`src/rtl/cpu_defs_pkg.sv`:
```
// cpu_defs: shared opcodes, FSM states, instruction classes and control word
package cpu_defs;
  localparam logic [4:0] OP_LD = 5'd0, OP_LDI = 5'd1, OP_ST = 5'd2, OP_ADD = 5'd3;
  localparam logic [4:0] OP_SUB = 5'd4, OP_AND = 5'd5, OP_OR = 5'd6, OP_SHR = 5'd7;
  localparam logic [4:0] OP_SHRA = 5'd8, OP_SHL = 5'd9, OP_ROR = 5'd10, OP_ROL = 5'd11;
  localparam logic [4:0] OP_ADDI = 5'd12, OP_ANDI = 5'd13, OP_ORI = 5'd14, OP_MUL = 5'd15;
  localparam logic [4:0] OP_DIV = 5'd16, OP_NEG = 5'd17, OP_NOT = 5'd18, OP_BR = 5'd19;
  localparam logic [4:0] OP_JR = 5'd20, OP_JAL = 5'd21, OP_IN = 5'd22, OP_OUT = 5'd23;
  localparam logic [4:0] OP_MFHI = 5'd24, OP_MFLO = 5'd25, OP_NOP = 5'd26, OP_HALT = 5'd27;
  localparam logic [4:0] ALU_ADD = OP_ADD;
  typedef enum logic [3:0] {S_RESET, S_T0, S_T1, S_T2, S_T3, S_T4, S_T5, S_T6, S_T7, S_HALT} state_t;
  typedef enum logic [3:0] {
    C_ALU_R, C_ALU_I, C_LD, C_LDI, C_ST, C_MULDIV, C_UNARY, C_BR,
    C_JR, C_JAL, C_IN, C_OUT, C_MFHI, C_MFLO, C_NOP, C_HALT
  } iclass_t;
  typedef struct packed {
    logic PCout, MDRout, ZHighout, ZLowout, HIout, LOout, InPortout, Cout, BAout, Rout;
    logic MARin, MDRin, PCin, IRin, Yin, Zin, HIin, LOin, Rin, CON_in, OutPortin;
    logic Gra, Grb, Grc, IncPC, Read, Write;
    logic [4:0] opcode;
  } ctrl_t;
  // Final execute step of each class; after it the FSM returns to T0 or halts on stop
  function automatic state_t last_step(iclass_t c);
    case (c)
      C_LD, C_ST: return S_T7;
      C_MULDIV, C_BR: return S_T6;
      C_ALU_R, C_ALU_I, C_LDI: return S_T5;
      C_UNARY, C_JAL: return S_T4;
      default: return S_T3;
    endcase
  endfunction
endpackage

```
`src/rtl/instr_class_decode.sv`:
```
// instr_class_decode: maps an opcode to its instruction class and ALU operation
module instr_class_decode
  import cpu_defs::*;
(
  input  logic [4:0] op,
  output iclass_t    iclass,
  output logic [4:0] alu_op
);
  // Immediate ops borrow the register ALU op; address/branch arithmetic uses ADD
  always_comb begin
    iclass = C_NOP;
    alu_op = ALU_ADD;
    case (op) inside
      [OP_ADD:OP_ROL]: begin iclass = C_ALU_R; alu_op = op; end
      OP_ADDI: begin iclass = C_ALU_I; alu_op = OP_ADD; end
      OP_ANDI: begin iclass = C_ALU_I; alu_op = OP_AND; end
      OP_ORI: begin iclass = C_ALU_I; alu_op = OP_OR; end
      OP_LD: iclass = C_LD;
      OP_LDI: iclass = C_LDI;
      OP_ST: iclass = C_ST;
      OP_MUL, OP_DIV: begin iclass = C_MULDIV; alu_op = op; end
      OP_NEG, OP_NOT: begin iclass = C_UNARY; alu_op = op; end
      OP_BR: iclass = C_BR;
      OP_JR: iclass = C_JR;
      OP_JAL: iclass = C_JAL;
      OP_IN: iclass = C_IN;
      OP_OUT: iclass = C_OUT;
      OP_MFHI: iclass = C_MFHI;
      OP_MFLO: iclass = C_MFLO;
      OP_HALT: iclass = C_HALT;
      default: iclass = C_NOP;
    endcase
  end
endmodule

```
`src/rtl/control_unit.sv`:
```
// control_unit: hardwired fetch/execute sequencer driving the Mini SRC datapath strobes
module control_unit
  import cpu_defs::*;
#(
  parameter int IR_W = 32
) (
  input  logic            clk,
  input  logic            rst,
  input  logic [IR_W-1:0] IR,
  input  logic            CON_FF,
  input  logic            stop,
  output logic            PCout, MDRout, ZHighout, ZLowout, HIout, LOout, InPortout, Cout, BAout, Rout,
  output logic            MARin, MDRin, PCin, IRin, Yin, Zin, HIin, LOin, Rin, CON_in, OutPortin,
  output logic            Gra, Grb, Grc,
  output logic            IncPC, Read, Write,
  output logic [4:0]      opcode,
  output logic            Run
);
  state_t     state;
  iclass_t    iclass;
  logic [4:0] alu_op;
  ctrl_t      c;
  logic       unused_ir;
  assign unused_ir = ^IR[IR_W-6:0];
  instr_class_decode u_dec (.op(IR[IR_W-1 -: 5]), .iclass(iclass), .alu_op(alu_op));
  // Step sequencer: fetch, class-dependent execute length, halt on halt opcode or stop at a boundary
  always_ff @(posedge clk)
    if (!rst) state <= S_RESET;
    else if (state == S_RESET) state <= S_T0;
    else if (state == S_HALT) state <= S_HALT;
    else if (state == S_T2) state <= (iclass == C_HALT) ? S_HALT : S_T3;
    else if (state == last_step(iclass)) state <= stop ? S_HALT : S_T0;
    else state <= state_t'(state + 4'd1);
  // Control word for the current step; anything not set stays deasserted
  always_comb begin
    c = '0;
    case (state)
      S_T0: begin c.PCout = 1; c.MARin = 1; c.IncPC = 1; c.Zin = 1; end
      S_T1: begin c.ZLowout = 1; c.PCin = 1; c.Read = 1; c.MDRin = 1; end
      S_T2: begin c.MDRout = 1; c.IRin = 1; end
      S_T3:
        case (iclass)
          C_ALU_R, C_ALU_I: begin c.Grb = 1; c.Rout = 1; c.Yin = 1; end
          C_LD, C_LDI, C_ST: begin c.Grb = 1; c.BAout = 1; c.Yin = 1; end
          C_MULDIV: begin c.Gra = 1; c.Rout = 1; c.Yin = 1; end
          C_UNARY: begin c.Grb = 1; c.Rout = 1; c.Zin = 1; c.opcode = alu_op; end
          C_BR: begin c.Gra = 1; c.Rout = 1; c.CON_in = 1; end
          C_JR: begin c.Gra = 1; c.Rout = 1; c.PCin = 1; end
          C_JAL: begin c.PCout = 1; c.Grb = 1; c.Rin = 1; end
          C_IN: begin c.InPortout = 1; c.Gra = 1; c.Rin = 1; end
          C_OUT: begin c.Gra = 1; c.Rout = 1; c.OutPortin = 1; end
          C_MFHI: begin c.HIout = 1; c.Gra = 1; c.Rin = 1; end
          C_MFLO: begin c.LOout = 1; c.Gra = 1; c.Rin = 1; end
          default: ;
        endcase
      S_T4:
        case (iclass)
          C_ALU_R: begin c.Grc = 1; c.Rout = 1; c.Zin = 1; c.opcode = alu_op; end
          C_ALU_I, C_LD, C_LDI, C_ST: begin c.Cout = 1; c.Zin = 1; c.opcode = alu_op; end
          C_MULDIV: begin c.Grb = 1; c.Rout = 1; c.Zin = 1; c.opcode = alu_op; end
          C_UNARY: begin c.ZLowout = 1; c.Gra = 1; c.Rin = 1; end
          C_BR: begin c.PCout = 1; c.Yin = 1; end
          C_JAL: begin c.Gra = 1; c.Rout = 1; c.PCin = 1; end
          default: ;
        endcase
      S_T5:
        case (iclass)
          C_ALU_R, C_ALU_I, C_LDI: begin c.ZLowout = 1; c.Gra = 1; c.Rin = 1; end
          C_LD, C_ST: begin c.ZLowout = 1; c.MARin = 1; end
          C_MULDIV: begin c.ZLowout = 1; c.LOin = 1; end
          C_BR: begin c.Cout = 1; c.Zin = 1; c.opcode = ALU_ADD; end
          default: ;
        endcase
      S_T6:
        case (iclass)
          C_LD: begin c.Read = 1; c.MDRin = 1; end
          C_ST: begin c.Gra = 1; c.Rout = 1; c.MDRin = 1; end
          C_MULDIV: begin c.ZHighout = 1; c.HIin = 1; end
          C_BR: begin c.ZLowout = CON_FF; c.PCin = CON_FF; end
          default: ;
        endcase
      S_T7:
        case (iclass)
          C_LD: begin c.MDRout = 1; c.Gra = 1; c.Rin = 1; end
          C_ST: c.Write = 1;
          default: ;
        endcase
      default: ;
    endcase
  end
  assign {PCout, MDRout, ZHighout, ZLowout, HIout, LOout, InPortout, Cout, BAout, Rout,
          MARin, MDRin, PCin, IRin, Yin, Zin, HIin, LOin, Rin, CON_in, OutPortin,
          Gra, Grb, Grc, IncPC, Read, Write, opcode} = c;
  assign Run = (state != S_RESET) && (state != S_HALT);
endmodule

```
`config.mk`:
```
export PLATFORM = sky130hd
export DESIGN_NAME = control_unit
export DESIGN_NICKNAME = d
export VERILOG_FILES = /design/src/rtl/cpu_defs_pkg.sv /design/src/rtl/instr_class_decode.sv /design/src/rtl/control_unit.sv
export SDC_FILE = /design/constraint.sdc
export NUM_CORES = 1
export LEC_CHECK = 0
export ABC_AREA = 1
export CAP_MARGIN = 20
export CORE_ASPECT_RATIO = 0.9
export CORE_MARGIN = 2
export CORE_UTILIZATION = 34
export CTS_BUF_LIST = sky130_fd_sc_hd__clkbuf_8
export CTS_CLUSTER_SIZE = 10
export DETAILED_ROUTE_END_ITERATION = 6
export PLACE_DENSITY = 0.79
export SLEW_MARGIN = 40
export SYNTH_ARGS = -nofsm -noshare
export SYNTH_HDL_FRONTEND = slang
export SYNTH_SLANG_ARGS = --single-unit
```
`constraint.sdc`:
```
create_clock -name clk -period 1.55 [get_ports clk]
set_input_delay 0.155 -clock clk [delete_from_list [all_inputs] [get_ports clk]]
set_output_delay 0.155 -clock clk [all_outputs]
set_load 0.1 [all_outputs]
```
==> flow_metrics.py, run 1 <==
metrics = {
    "outcome": {
        "status": "stopped before the end",
        "haltStage": "clock tree synthesis (4_1_cts)",
        "firstError": "[ERROR DPL-0038] Utilization greater than 100%, impossible to legalize",
    },
    "cts": {
        "htreeDepth": 1,
        "cts_made_buffers": 3,
        "cts-hold-fix-buffers": 0,
        "max-clock-path-buffers": 2,
        "cts_root_buffer": "clkbuf_8",
        "cts_resized": 161,
        "clock-sinks": 4,
        "post-cts-setup-buffer-count": 34,
    },
    "die": {
        "rows": 19,
        "io-pin-count": 69,
        "start_util_pct": 35.6,
        "fp.dieH_um": 57.6,
        "die_x_um": 63.5,
    },
    "logic_synthesis": {
        "synth_ff_type": "dfxtp_1",
        "synth_area_sq_um": 1080,
        "synth-seq-area-share_pct": 7.39,
        "avgSynthCellArea_sq_um": 5.34,
        "ys_async_sr_fraction_pct": 0,
        "synth_top_area_share_pct": 15.2,
        "netlist_instances": 203,
        "synthTopCellsByArea": "nand2_1, inv_1, nor2_1, dfxtp_1, nand3_1",
        "yosysWarningCount": 0,
        "synth-edff-count": 0,
        "synthesis.nets": 243,
        "synth_cell_types": 34,
        "synth_largest_area_cell": "nand2_1",
        "ys_ff_latch": 4,
    },
    "placement": {
        "place_congestion": 0.977,
        "dpl.hpwl_mm": 5.23,
        "portBuffers": 41,
        "placed_area_sq_um": 2750,
        "pre_cts_ws_ns": -0.873,
    },
}
[metrics by stage]
stage | instances | util (%)
after floorplan | 203 | -
after global placement | 364 | 90.4
after detailed placement | 364 | 90.4
[logic make-up after synthesis]
| family | after synthesis | synth area share, % |
|---|---|---|
| buffers and inverters | 45 | 16.4 |
| flip-flops | 4 | 7.39 |
| AND/OR/NAND/NOR | 116 | 51.2 |
| XOR/XNOR | 3 | 2.43 |
| AO/OA/AOI/OAI | 31 | 18.0 |
| adder cells (fa/ha/maj) | 4 | 4.62 |
[Yosys cell counts, types with 2 or more instances]
cell / n
nand2_1: 44
inv_2: 3
a22oi_1: 2
nand3_1: 15
a21oi_2: 2
xor2_1: 3
a21oi_1: 6
nor2_2: 7
nand4_1: 7
o21ai_0: 10
nand2_2: 2
nand3_2: 5
ha_1: 4
inv_1: 38
buf_4: 2
dfxtp_1: 4
o211ai_1: 2
nor2_1: 29
nor3_1: 3
==> run 2, diff against run 1 <==
- CORE_ASPECT_RATIO: 0.9 -> unset
- CORE_UTILIZATION: 34 -> 20
- CTS_BUF_LIST: sky130_fd_sc_hd__clkbuf_8 -> unset
- CTS_CLUSTER_SIZE: 10 -> unset
- PLACE_DENSITY: 0.79 -> unset
- PLACE_DENSITY_LB_ADDON: unset -> 0.15
- clock period: 1.55 -> 2.02 ns (I/O delays scaled with it)
==> flow_metrics.py, run 2 <==
metrics = {
    "outcome": {
        "status": "completed",
    },
    "logic_synthesis": {
        "synth_top_area_share_pct": 15.2,
        "synth-seq-area-share_pct": 7.39,
        "synthesis.nets": 243,
        "avgSynthCellArea_sq_um": 5.34,
        "yosysMostFrequentCell": "nand2_1",
        "synth.cells.most_frequent": "nand2_1, inv_1, nor2_1, nand3_1, o21ai_0",
        "synthTopCellsByArea": "nand2_1, inv_1, nor2_1, dfxtp_1, nand3_1",
        "synth-xor-area-share_pct": 2.42,
        "ys_ff_latch": 4,
        "synth_top_family_by_area": "simple AND/OR/NAND/NOR gates",
        "synth_fa_ha_area_share_pct": 4.62,
        "synthSimpleGateAreaFrac_pct": 51.2,
        "synth_cell_types": 34,
        "synth_area_sq_um": 1080,
        "synth_largest_area_cell": "nand2_1",
        "synthMuxAreaShare_pct": 0,
        "synth-edff-count": 0,
        "synth_ff_type": "dfxtp_1",
        "netlist_instances": 203,
        "ys_async_sr_fraction_pct": 0,
        "synth_compound_area_share_pct": 18.0,
        "yosysWarningCount": 0,
    },
    "global_route": {
        "grt_pass1_vias": 1676,
        "antenna_found_initial": 0,
        "track_usage_pct": 15.2,
        "grt_max_degree": 11,
        "grt_pass1_wl_mm": 7.76,
        "grt_overflow_total": 0,
    },
    "critical_path": {
        "worstPathArrival_ns": 1.74,
        "r2r_slack_ns": 0.60,
        "crit_fanout": 10,
        "start_kind": "register",
        "setup.worst_path.end": "Rin",
        "worstSetupPathType": "reg2out",
        "worstSetupEndpointType": "primary output",
        "reg2reg_to": "state[0]$_SDFF_PN0_",
        "crit_required_ns": 1.82,
        "r2r_start": "state[1]$_SDFF_PP0_",
        "r2r_cells": 7,
        "crit_start": "state[0]$_SDFF_PN0_",
    },
    "timing": {
        "slew_violations": 0,
        "max_slew_margin_pct": 71.3,
        "period_share_pct": 96.1,
        "setup_slack_ns": 0.0793,
        "clock-skew-final_ns": 0.00275,
        "hold_viol_final": 0,
        "worst_pin_slew_ns": 0.427,
        "grt_setup_unrepaired": "false",
        "post-route-min-period_ns": 1.94,
        "clock.fmax_mhz": 515,
        "hold_ws_ns": 0.577,
        "setup-violations-final": 0,
    },
    "die": {
        "start_util_pct": 20.9,
        "io-pin-count": 69,
        "die_x_um": 77.6,
        "die_area_sq_um": 6020,
        "fp.dieH_um": 77.6,
        "core-area_sq_um": 5170,
        "rows": 26,
    },
    "pwr": {
        "power.total_uw": 910,
        "power.density_nw_per_um2": 322,
        "p_leak_uw": 0.00139,
        "vdd_drop_max_v": 0.000486,
    },
    "finish": {
        "fin_cells": 391,
        "antenna_cells": 0,
        "largest_register_ffs": 4,
        "largest_register": "state",
        "largestRegisters": "state (4)",
        "syn2layout_area_growth_pct": 161,
        "drive_above_1_share_pct": 59.5,
        "final_util_pct": 54.7,
        "final_cell_mix": "buf_4, nand2_1, buf_12",
        "nets": 363,
        "mostFrequentLayoutCell": "buf_4",
    },
    "cts": {
        "cts_root_buffer": "clkbuf_8",
        "cts_tree": "built",
        "cts.clk_slew.worst_paths_ns": 0.03,
        "worst_skew_pair.late_latency_ns": 0.21,
        "clock-sinks": 4,
        "max-clock-path-buffers": 2,
        "htreeDepth": 1,
        "cts_made_buffers": 3,
    },
    "placement": {
        "dpl.hpwl_mm": 3.85,
        "portBuffers": 41,
        "place_congestion": 0.922,
        "placed_cells": 372,
        "pre_cts_ws_ns": -0.323,
    },
    "routing": {
        "routed_wl_mm": 4.53,
        "antenna_left": 0,
        "firstDrtPassIters": 4,
        "drt-initial-drc-count": 81,
        "wire_per_inst_um": 11.6,
        "vias_per_cell": 4.46,
        "drcViolationCount": 0,
        "vias": 1745,
    },
    "run": {
        "drv_cap": 0,
    },
    "worst_hold_path": {
        "hold_class": "reg2reg",
    },
}
[run 2: how the worst min path moves through the flow]
stage                              from             endpoint  cells past startpoint
finish              state[0]$_SDFF_PN0_  state[0]$_SDFF_PN0_                      3
detailed placement  state[0]$_SDFF_PN0_  state[0]$_SDFF_PN0_                      3
global route        state[0]$_SDFF_PN0_  state[0]$_SDFF_PN0_                      3
floorplan                           rst  state[0]$_SDFF_PN0_                      2
global placement    state[2]$_SDFF_PP0_  state[2]$_SDFF_PP0_                      3
CTS                 state[0]$_SDFF_PN0_  state[0]$_SDFF_PN0_                      3
[run 2: timing repair]
item                       in CTS  in global routing
gates resized for setup        21                 34
pin swaps                       4                 12
buffers inserted                3                 13
setup endpoints to repair      20                 14
hold buffers                    0                  0
[run 2: layout make-up]
| class | instances | area, sq um |
|---|---|---|
| clock buffer | 3 | 41.3 |
| inverter | 42 | 170 |
| fill | 502 | 2340 |
| multi-input combinational | 154 | 1120 |
| sequential | 4 | 92.6 |
| timing repair buffer | 118 | 1320 |
| tap | 70 | 87.6 |
[run 2: layer usage]
layer / routed length, um / GRT usage, % / part of all wire, % / up-vias
met1: 2060 / 20.7 / 46 / 793
li1: - / - / - / 903
met4: 0 / 0.893 / 0 / 0
met5: 0 / 0 / 0 / -
met3: 231 / 1.63 / 5.1 / 0
met2: 2240 / 26.8 / 49 / 49
[run 2: cell families after synthesis]
family | Yosys count
and+or+nand+nor | 116
buffers and inverters | 45
AOI/OAI and AO/OA | 31
adders and majority gates | 4
DFF | 4
xor gates and xnor gates | 3
[run 2: worst max-delay path: stages, from the launching register on]
cell and delay, ns:
dfxtp_4 0.35, inv_2 0.08, ha_1 0.16, inv_2 0.06, nor2_4 0.16, clkinv_4 0.12
nor2_1 0.15, nor2_1 0.06, o211ai_1 0.13, clkbuf_16 0.26
[run 2: power breakdown]
| group | switching, uW | total [uW] | internal [uW] |
|---|---|---|---|
| Combinational | 401 | 656 | 255 |
| Clock | 33.6 | 160 | 126 |
| Sequential | 8.72 | 93.3 | 84.6 |
[run 2: per-stage QoR]
step	instance area, sq um	setup TNS [ns]
floorplan	1270	-3.82
global placement	2540	-4.35
detailed placement	2540	-4.45
CTS	2660	0
global route	2830	0
finish	2830	0
Power figures use the tool's default switching activity.
==> run 3, diff against run 2 <==
- SLEW_MARGIN: 40 -> 30
==> results of run 3 <==
Final layout, timing and power as in run 2 (identical DEF).
==> run 4, diff against run 3 <==
- CORE_ASPECT_RATIO: unset -> 1.4
==> flow_metrics.py, run 4 (synthesized netlist as in run 2, its figures left out) <==
metrics = {
    "die": {
        "core-area_sq_um": 5200,
        "start_util_pct": 20.8,
        "die_x_um": 66.2,
        "fp.dieH_um": 91.1,
        "rows": 31,
        "io-pin-count": 69,
        "die_area_sq_um": 6030,
    },
    "global_route": {
        "track_usage_pct": 17.3,
        "grt_pass1_wl_mm": 8.28,
        "grt_pass1_vias": 1842,
        "antenna_found_initial": 0,
        "grt_max_degree": 11,
        "grt_overflow_total": 0,
    },
    "critical_path": {
        "crit_start": "state[2]$_SDFF_PP0_",
        "worstPathArrival_ns": 1.75,
        "start_kind": "register",
        "worstSetupPathType": "reg2out",
        "r2r_start": "state[1]$_SDFF_PP0_",
        "crit_required_ns": 1.82,
        "reg2reg_to": "state[2]$_SDFF_PP0_",
        "r2r_slack_ns": 0.54,
        "r2r_cells": 10,
        "setup.worst_path.end": "opcode[0]",
        "crit_fanout": 6,
        "worstSetupEndpointType": "primary output",
    },
    "timing": {
        "hold_viol_final": 0,
        "slew_violations": 0,
        "setup_slack_ns": 0.0716,
        "worst_pin_slew_ns": 0.382,
        "setup-violations-final": 0,
        "clock-skew-final_ns": 0.000129,
        "clock.fmax_mhz": 513,
        "max_slew_margin_pct": 74.3,
        "period_share_pct": 96.5,
        "post-route-min-period_ns": 1.95,
    },
    "routing": {
        "firstDrtPassIters": 4,
        "vias_per_cell": 4.54,
        "drt-initial-drc-count": 54,
        "wire_per_inst_um": 13.1,
        "antenna_left": 0,
        "routed_wl_mm": 5.05,
        "drcViolationCount": 0,
        "vias": 1756,
    },
    "outcome": {
        "status": "completed",
    },
    "cts": {
        "clock-sinks": 4,
        "cts_root_buffer": "clkbuf_8",
        "htreeDepth": 1,
        "cts.clk_slew.worst_paths_ns": 0.03,
        "cts_made_buffers": 3,
        "max-clock-path-buffers": 2,
        "cts-hold-fix-buffers": 0,
        "cts_tree": "built",
        "worst_skew_pair.late_latency_ns": 0.21,
    },
    "placement": {
        "place_congestion": 0.857,
        "placed_area_sq_um": 2560,
        "portBuffers": 41,
        "dpl.hpwl_mm": 4.23,
        "pre_cts_ws_ns": -0.382,
    },
    "finish": {
        "final_util_pct": 54.2,
        "multiInputGateArea_sq_um": 1130,
        "nets": 363,
        "antenna_cells": 0,
        "mostFrequentLayoutCell": "buf_4",
        "fill_cells": 505,
        "largest_register": "state",
        "drive_above_1_share_pct": 60.1,
        "syn2layout_area_growth_pct": 160,
        "largest_register_ffs": 4,
        "largestRegisters": "state (4)",
        "seqCellArea_sq_um": 83.8,
        "final_cell_area_sq_um": 2820,
        "final_cell_mix": "buf_4, nand2_1, buf_12",
    },
    "pwr": {
        "vdd_drop_max_v": 0.000400,
        "p_leak_uw": 0.00138,
        "power.density_nw_per_um2": 326,
    },
    "worst_hold_path": {
        "hold_class": "in2reg",
    },
    "run": {
        "drv_cap": 0,
    },
}
run 4: power breakdown:
part	leakage (uW)	total (uW)	internal, uW	switching [uW]
clock	0.0000216	162	126	35.2
combinational	0.00132	662	254	408
sequential	0.0000338	94.9	85.9	8.91
total	0.00138	918	467	452
run 4: per-stage QoR:
stage               setup TNS (ns)  hold slack [ns]  cells  power (uW)
floorplan                    -3.82            0.369    203         455
global placement             -4.79            0.583    371         716
detailed placement           -5.36            0.576    371         718
CTS                              0            0.581    377         897
global route               -0.0641            0.639    387         967
finish                           0            0.592    387         918
run 4: how the worst min path moves through the flow:
| stage | start | endpoint | slack [ns] | cells after the start |
|---|---|---|---|---|
| after CTS | state[0]$_SDFF_PN0_ | state[0]$_SDFF_PN0_ | 0.58 | 3 |
| after detailed placement | state[0]$_SDFF_PN0_ | state[0]$_SDFF_PN0_ | 0.58 | 3 |
| final | rst | state[0]$_SDFF_PN0_ | 0.59 | 3 |
| after floorplan | rst | state[0]$_SDFF_PN0_ | 0.37 | 2 |
| after global placement | state[0]$_SDFF_PN0_ | state[0]$_SDFF_PN0_ | 0.58 | 3 |
| after global routing | state[2]$_SDFF_PP0_ | state[2]$_SDFF_PP0_ | 0.64 | 3 |
run 4: critical path, stage by stage (launching register included):
cell and delay (ns):
dfxtp_2 0.35, inv_2 0.06, nor2_4 0.16, inv_4 0.07, nor2_4 0.20, buf_6 0.14, a21oi_1 0.06, buf_4 0.16
o21ai_4 0.15, buf_12 0.19
run 4: timing repair:
action,in CTS,in global routing
gates cloned,0,1
gates resized for setup,24,37
setup endpoints to repair,28,17
pin swaps,2,11
setup buffers,3,9
hold endpoints to repair,0,0
run 4: area by class of cell:
class | instances | area share [%]
repair inverters | 1 | 0.178
well taps | 66 | 2.93
flip-flops and latches | 4 | 2.97
repair buffers | 117 | 46.2
clock buffers | 3 | 1.46
inverters | 42 | 6.17
multi-input cells | 154 | 40.1
run 4: per-layer routing:
metal | vias up | part of all wire [%] | track usage [%] | routed length (um)
met3 | 8 | 2.3 | 1.49 | 116
li1 | 903 | - | - | -
met2 | 32 | 59 | 34.7 | 2990
met4 | 0 | 2.1 | 4.59 | 106
met5 | - | 0 | 0 | 0
met1 | 813 | 36 | 18.1 | 1830
